[config.mk]
export PLATFORM = sky130hd
export DESIGN_NAME = stepper_phase_decoder
export DESIGN_NICKNAME = d
export VERILOG_FILES = /design/src/rtl/stepper_pkg.sv /design/src/rtl/stepper_pattern_filter.sv /design/src/rtl/stepper_phase_decoder.sv
export SDC_FILE = /design/constraint.sdc
export NUM_CORES = 1
export LEC_CHECK = 0
export CELL_PAD_IN_SITES_DETAIL_PLACEMENT = 1
export CELL_PAD_IN_SITES_GLOBAL_PLACEMENT = 2
export CORE_ASPECT_RATIO = 0.7
export CORE_UTILIZATION = 29
export DETAILED_ROUTE_END_ITERATION = 12
export HOLD_SLACK_MARGIN = 0.08
export PLACE_DENSITY_LB_ADDON = 0.05
export SYNTH_ARGS = -nofsm -noshare
export SYNTH_HDL_FRONTEND = slang
export SYNTH_SLANG_ARGS = --single-unit
[constraint.sdc]
create_clock -name clk_i -period 4.2 [get_ports clk_i]
set_clock_uncertainty 0.2 [all_clocks]
set_input_delay 0.63 -clock clk_i [delete_from_list [all_inputs] [get_ports clk_i]]
set_output_delay 0.63 -clock clk_i [all_outputs]
set_load 0.005 [all_outputs]
[src/rtl/stepper_pkg.sv]
// Shared definitions for the stepper coil-drive pattern set.
// The pattern constants here are the same ones the controller drives.
package stepper_pkg;

    // Pattern vector layout: {A, B, C, D, INH1, INH2}
    localparam logic [5:0] PAT_PH0 = 6'b010111;
    localparam logic [5:0] PAT_PH1 = 6'b000101;
    localparam logic [5:0] PAT_PH2 = 6'b100111;
    localparam logic [5:0] PAT_PH3 = 6'b100010;
    localparam logic [5:0] PAT_PH4 = 6'b101011;
    localparam logic [5:0] PAT_PH5 = 6'b001001;
    localparam logic [5:0] PAT_PH6 = 6'b011011;
    localparam logic [5:0] PAT_PH7 = 6'b010010;

    localparam logic [1:0] ERR_NONE    = 2'b00;
    localparam logic [1:0] ERR_ILLEGAL = 2'b01;
    localparam logic [1:0] ERR_SKIP    = 2'b10;

    typedef enum logic [1:0] {
        ST_IDLE  = 2'd0,
        ST_TRACK = 2'd1,
        ST_FAULT = 2'd2
    } state_e;

    typedef struct packed {
        logic       legal;
        logic [2:0] idx;
    } phase_dec_t;

    // Map a drive pattern to its phase index; anything off-table is illegal.
    function automatic phase_dec_t decode_pattern(input logic [5:0] pat);
        phase_dec_t d;
        d.legal = 1'b1;
        d.idx   = 3'd0;
        case (pat)
            PAT_PH0: d.idx = 3'd0;
            PAT_PH1: d.idx = 3'd1;
            PAT_PH2: d.idx = 3'd2;
            PAT_PH3: d.idx = 3'd3;
            PAT_PH4: d.idx = 3'd4;
            PAT_PH5: d.idx = 3'd5;
            PAT_PH6: d.idx = 3'd6;
            PAT_PH7: d.idx = 3'd7;
            default: d.legal = 1'b0;
        endcase
        return d;
    endfunction

endpackage

[src/rtl/stepper_pattern_filter.sv]
// Input register plus stability counter. accept_o is high on every cycle
// where the registered pattern has been seen STABLE times in a row.
module stepper_pattern_filter #(
    parameter int STABLE = 2
) (
    input  logic       clk_i,
    input  logic       reset_ni,
    input  logic       clear_i,
    input  logic [5:0] pattern_i,
    output logic [5:0] pattern_o,
    output logic       accept_o
);

    localparam int CNT_W = (STABLE > 1) ? $clog2(STABLE) : 1;
    localparam logic [CNT_W-1:0] CNT_MAX = CNT_W'(STABLE - 1);

    logic [5:0]       pat_q;
    logic [CNT_W-1:0] cnt_q;
    logic [CNT_W-1:0] cnt_d;

    // Count consecutive identical samples, saturating at STABLE-1.
    always_comb begin
        cnt_d = cnt_q;
        if (pattern_i != pat_q) begin
            cnt_d = '0;
        end else if (cnt_q != CNT_MAX) begin
            cnt_d = cnt_q + 1'b1;
        end
    end

    // Sample the pattern every cycle; clear only restarts the count.
    always_ff @(posedge clk_i) begin
        if (!reset_ni) begin
            pat_q <= '0;
            cnt_q <= '0;
        end else begin
            pat_q <= pattern_i;
            cnt_q <= clear_i ? '0 : cnt_d;
        end
    end

    assign pattern_o = pat_q;
    assign accept_o  = (cnt_q == CNT_MAX);

endmodule

[src/rtl/stepper_phase_decoder.sv]
// Reconstructs stepper motion from the coil-drive lines: phase, direction,
// step mode and a signed half-step position, with illegal/skip detection.
//
// state    | meaning
// ---------+-----------------------------------------------------------
// ST_IDLE  | not locked; first accepted legal pattern sets the phase
// ST_TRACK | locked; accepted patterns are converted into steps
// ST_FAULT | illegal pattern or skipped phase seen; frozen until clear
module stepper_phase_decoder
    import stepper_pkg::*;
#(
    parameter int POS_W  = 16,   // must be at least 4
    parameter int STABLE = 2
) (
    input  logic             clk_i,
    input  logic             reset_ni,
    input  logic             clear_i,
    input  logic             a_i,
    input  logic             b_i,
    input  logic             c_i,
    input  logic             d_i,
    input  logic             inh1_i,
    input  logic             inh2_i,
    output logic [POS_W-1:0] position_o,
    output logic [2:0]       phase_o,
    output logic             dir_o,
    output logic             step_o,
    output logic             half_full_o,
    output logic             locked_o,
    output logic             err_o,
    output logic [1:0]       err_code_o
);

    logic [5:0]       pattern;
    logic [5:0]       pat_s;
    logic             accept;
    phase_dec_t       dec;
    logic [2:0]       delta;
    logic [POS_W-1:0] step_amt;

    state_e           state_q;
    logic [POS_W-1:0] position_q;
    logic [2:0]       phase_q;
    logic             dir_q;
    logic             step_q;
    logic             half_q;
    logic             locked_q;
    logic             err_q;
    logic [1:0]       err_code_q;

    assign pattern = {a_i, b_i, c_i, d_i, inh1_i, inh2_i};

    stepper_pattern_filter #(
        .STABLE(STABLE)
    ) u_filter (
        .clk_i    (clk_i),
        .reset_ni (reset_ni),
        .clear_i  (clear_i),
        .pattern_i(pattern),
        .pattern_o(pat_s),
        .accept_o (accept)
    );

    assign dec   = decode_pattern(pat_s);
    assign delta = dec.idx - phase_q;
    // Delta read as signed 3-bit gives +1, +2, -2, -1 for the legal steps.
    assign step_amt = {{(POS_W-3){delta[2]}}, delta};

    // Decoder FSM with all outputs registered; reset beats clear beats events.
    always_ff @(posedge clk_i) begin
        if (!reset_ni) begin
            state_q    <= ST_IDLE;
            position_q <= '0;
            phase_q    <= '0;
            dir_q      <= 1'b0;
            step_q     <= 1'b0;
            half_q     <= 1'b0;
            locked_q   <= 1'b0;
            err_q      <= 1'b0;
            err_code_q <= ERR_NONE;
        end else if (clear_i) begin
            state_q    <= ST_IDLE;
            position_q <= '0;
            step_q     <= 1'b0;
            locked_q   <= 1'b0;
            err_q      <= 1'b0;
            err_code_q <= ERR_NONE;
        end else begin
            step_q <= 1'b0;
            case (state_q)
                ST_IDLE: begin
                    if (accept) begin
                        if (dec.legal) begin
                            phase_q  <= dec.idx;
                            locked_q <= 1'b1;
                            state_q  <= ST_TRACK;
                        end else begin
                            err_q      <= 1'b1;
                            err_code_q <= ERR_ILLEGAL;
                            locked_q   <= 1'b0;
                            state_q    <= ST_FAULT;
                        end
                    end
                end
                ST_TRACK: begin
                    if (accept) begin
                        if (!dec.legal) begin
                            err_q      <= 1'b1;
                            err_code_q <= ERR_ILLEGAL;
                            locked_q   <= 1'b0;
                            state_q    <= ST_FAULT;
                        end else begin
                            case (delta)
                                3'd0: ;
                                3'd1, 3'd2, 3'd6, 3'd7: begin
                                    position_q <= position_q + step_amt;
                                    dir_q      <= ~delta[2];
                                    half_q     <= delta[0];
                                    step_q     <= 1'b1;
                                    phase_q    <= dec.idx;
                                end
                                default: begin
                                    err_q      <= 1'b1;
                                    err_code_q <= ERR_SKIP;
                                    locked_q   <= 1'b0;
                                    state_q    <= ST_FAULT;
                                end
                            endcase
                        end
                    end
                end
                ST_FAULT: ;
                default: state_q <= ST_IDLE;
            endcase
        end
    end

    assign position_o  = position_q;
    assign phase_o     = phase_q;
    assign dir_o       = dir_q;
    assign step_o      = step_q;
    assign half_full_o = half_q;
    assign locked_o    = locked_q;
    assign err_o       = err_q;
    assign err_code_o  = err_code_q;

endmodule

==> flow_summary_export.csv <==
group,metric,value,unit
placement,gp_congestion,0.8309,
yosys,yosys-top-cells-count,"dfxtp_1 (35), a21oi_1 (28), nor2_1 (28)",
placement,dp_hpwl,5.241,mm
sta,timing.final.max_slew_violations,0,
run_status,status,"complete, no violations",
yosys,avgSynthCellArea,8.444,µm²
route,drt-pass1-iter-count,4,
power,cellLeakagePower,0.001287,µW
route,viasPerCell,5.002,
clock_tree,cts_max_level,2,
sta,hold_viol,0,
clock_tree,cts_tree,"yes",
final_layout,diodes,0,
global_routing,antenna_found_initial,0,
floorplanning,std_cell_rows,27,
placement,dp.cells,433,
route,route.detailed.drc,0,
yosys,synth_warnings,0,
route,drtIter0Drc,55,
clock_tree,clk_latency,0.29,ns
sta,fin_crit_sh,97.05,%
sta,setup_viol,0,
yosys,synth_seq_cells,35,
route,wirelength,7.163,mm
sta,tightestPinTransition,0.9341,ns
setup_path,startpoint_type,"register",
floorplanning,dieArea,8494,µm²
global_routing,overflow,0,
sta,rsz0062_at_grt,"yes",
yosys,synthSimpleGateAreaFrac,22.15,%
yosys,yosys_most_used_dff,"dfxtp_1",
setup_path,path_max_fanout,6,
final_layout,instances_no_fill,446,
final_layout,areaGrowthSynthToFinish,45.35,%
route,num_vias,2231,
setup_path,crit_type,"register to register",
sta,max-slew-margin-rel,37.73,%
hold_path,hp-class,"register to register",
yosys,synthesis.nets,307,
route,postRouteAntennaNets,0,
clock_tree,clk_path_buf_depth,2,
final_layout,fin_area,3425,µm²
global_routing,grt_usage,17.27,%
yosys,yosysMostFrequentCell,"dfxtp_1",
global_routing,grt_pass1_wl,11.10,mm
yosys,yosys-mux-area-fraction,4.302,%
floorplanning,core_area,7871,µm²
yosys,netlist.area_leader.share,29.74,%
floorplanning,die_w,109.7,µm
global_routing,grtUsageMet2,23.96,%
route,wl_per_cell,16.06,µm
yosys,synth-compound-area-share,21.24,%
yosys,netlist_instances,279,
setup_path,arrival,4.06,ns
clock_tree,cts.sinks,35,
clock_tree,root_buffer,"clkbuf_16",
setup_path,required,4.18,ns
global_routing,grt_pass1_vias,2139,
setup_path,crit_path_end_kind,"register",
yosys,synth_edf_count,0,
yosys,async_flop_share,0,%
placement,port_buffers,34,
sta,fmax,0.2453,GHz
floorplanning,fp.dieH,77.41,µm
power,p_per_area,255.5,nW/µm²
clock_tree,cts_made_buffers,5,
yosys,synthAdderAreaFrac,10.73,%
power,ir_drop,0.0001518,V
yosys,syn_area,2356,µm²
yosys,synth_xor_area_share,7.807,%
final_layout,final_nets,372,
sta,period_needed,4.076,ns
yosys,yosysTopAreaCell,"dfxtp_1",
global_routing,use_met3,4.202,%
global_routing,grt_use_met1,26.72,%
final_layout,drive_gt1_share,24.35,%
global_routing,grt_max_degree,20,
placement,dpl_cell_area,2992,µm²
yosys,ys_types,55,
clock_tree,clk_transition_reported_paths,0.06,ns
yosys,synth_top_family_by_area,"simple AND/OR/NAND/NOR gates",
global_routing,busiest_layer,"met1",
yosys,ys_seq_area_share,29.74,%
floorplanning,initial_utilization,29.93,%
floorplanning,io_pins,35,
run,cap_violations,0,
yosys,synth_area_leaders,"dfxtp_1 (30%), ha_1 (9.0%), a21oi_1 (5.9%)",
stage by stage:
step	setup TNS [ns]	setup WS (ns)	power, µW	utilization, %	hold WS, ns
floorplan	0	0.01763	393.1	-	0.2421
finish	0	0.1239	874.9	43.51	0.2482
CTS	0	0.04364	880.1	40.82	0.2511
detailed placement	-1.953	-0.3610	424.3	38.01	0.2412
global route	-0.2201	-0.1023	914.5	43.51	0.2679
global placement	-1.217	-0.2872	423.5	38.01	0.2385
layout by cell type (no fill, tap or decap), types with 3 or more instances in the layout:
| cell type | Yosys | final |
|---|---|---|
| o211ai_1 | 4 | 4 |
| ha_4 | 0 | 9 |
| o21ai_1 | 0 | 3 |
| and2_1 | 6 | 6 |
| nor3_1 | 4 | 3 |
| dfxtp_1 | 35 | 33 |
| nand2_1 | 26 | 25 |
| mux2i_1 | 9 | 9 |
| o21a_1 | 5 | 5 |
| nor2b_1 | 5 | 5 |
| ha_1 | 17 | 7 |
| and3_1 | 3 | 3 |
| inv_1 | 10 | 9 |
| xor2_1 | 9 | 8 |
| a21oi_1 | 28 | 22 |
| a21oi_2 | 0 | 6 |
| a211oi_1 | 5 | 5 |
| buf_4 | 2 | 31 |
| clkdlybuf4s50_1 | 0 | 34 |
| nand3_1 | 3 | 3 |
| o21ai_0 | 10 | 5 |
| xnor2_1 | 12 | 11 |
| a21o_1 | 4 | 4 |
| or2_2 | 3 | 3 |
| nand2b_1 | 4 | 4 |
| clkbuf_16 | 0 | 5 |
| nor2_1 | 28 | 27 |
final timing paths:
kind,startpoint,to,slack (ns),cells after the start
min reg2reg,err_o,err_o,0.25,2
max reg2reg,u_filter.pattern_o[3],position_o[15],0.12,21
max,u_filter.pattern_o[3],position_o[15],0.12,21
min,err_o,err_o,0.25,2
logic make-up (layout without fill, tap and decap cells):
kind of cell,after synthesis,after routing
XOR/XNOR,21,21
AO/OA/AOI/OAI,75,75
flip-flops,35,35
multiplexers,10,10
adder cells (fa/ha/maj),19,19
AND/OR/NAND/NOR,99,99
buffers and inverters,20,86
metal layers:
| metal | part of all wire [%] | vias to the layer above |
|---|---|---|
| met5 | 0 | - |
| met4 | 0.56 | 0 |
| met3 | 3.3 | 6 |
| met2 | 41 | 35 |
| met1 | 56 | 1060 |
| li1 | - | 1130 |
layout make-up:
| type | count | area [µm²] |
|---|---|---|
| Inverter | 10 | 37.54 |
| Clock buffer | 6 | 138.9 |
| Timing Repair Buffer | 68 | 615.6 |
| Tap cell | 101 | 126.4 |
| Multi-Input combinational cell | 224 | 1768 |
| Fill cell | 913 | 4447 |
| Sequential cell | 35 | 703.2 |
| Clock inverter | 2 | 35.03 |
state kept, by name, indices dropped and copies added (netlist names):
| register | cells |
|---|---|
| position_o | 16 |
| u_filter.pattern_o | 6 |
| phase_o | 3 |
| err_code_o | 2 |
| state_q | 2 |
| dir_o | 1 |
| err_o | 1 |
| half_full_o | 1 |
| locked_o | 1 |
| step_o | 1 |
| u_filter.accept_o | 1 |
worst max-delay path, cell delays in order (launching register included):
cell and delay (ns):
dfxtp_2 0.33, xnor2_1 0.13, or4b_4 0.49, a21oi_2 0.16, a21oi_2 0.05, ha_2 0.18
inv_2 0.06, fa_2 0.25, xnor2_2 0.11, nor3_4 0.18, nor2_4 0.07, buf_12 0.14
buf_4 0.15, ha_4 0.28, o211ai_1 0.13, buf_4 0.16, nand2_2 0.07, o211ai_1 0.11
a21oi_1 0.20, xor2_1 0.22, a21oi_1 0.09, a31o_2 0.21
power breakdown:
group,total [µW],switching (µW),internal [µW]
registers,340,4.50,335
logic,85.4,42.0,43.5
clock network,450,154,295
timing repair:
action	4_1_cts	5_1_grt
hold buffers	0	0
setup buffers	3	2
cloned	0	0
setup endpoints to repair	10	9
gates resized for setup	7	32
pin swaps	2	17
No activity file was read; power rests on OpenSTA's default activity.
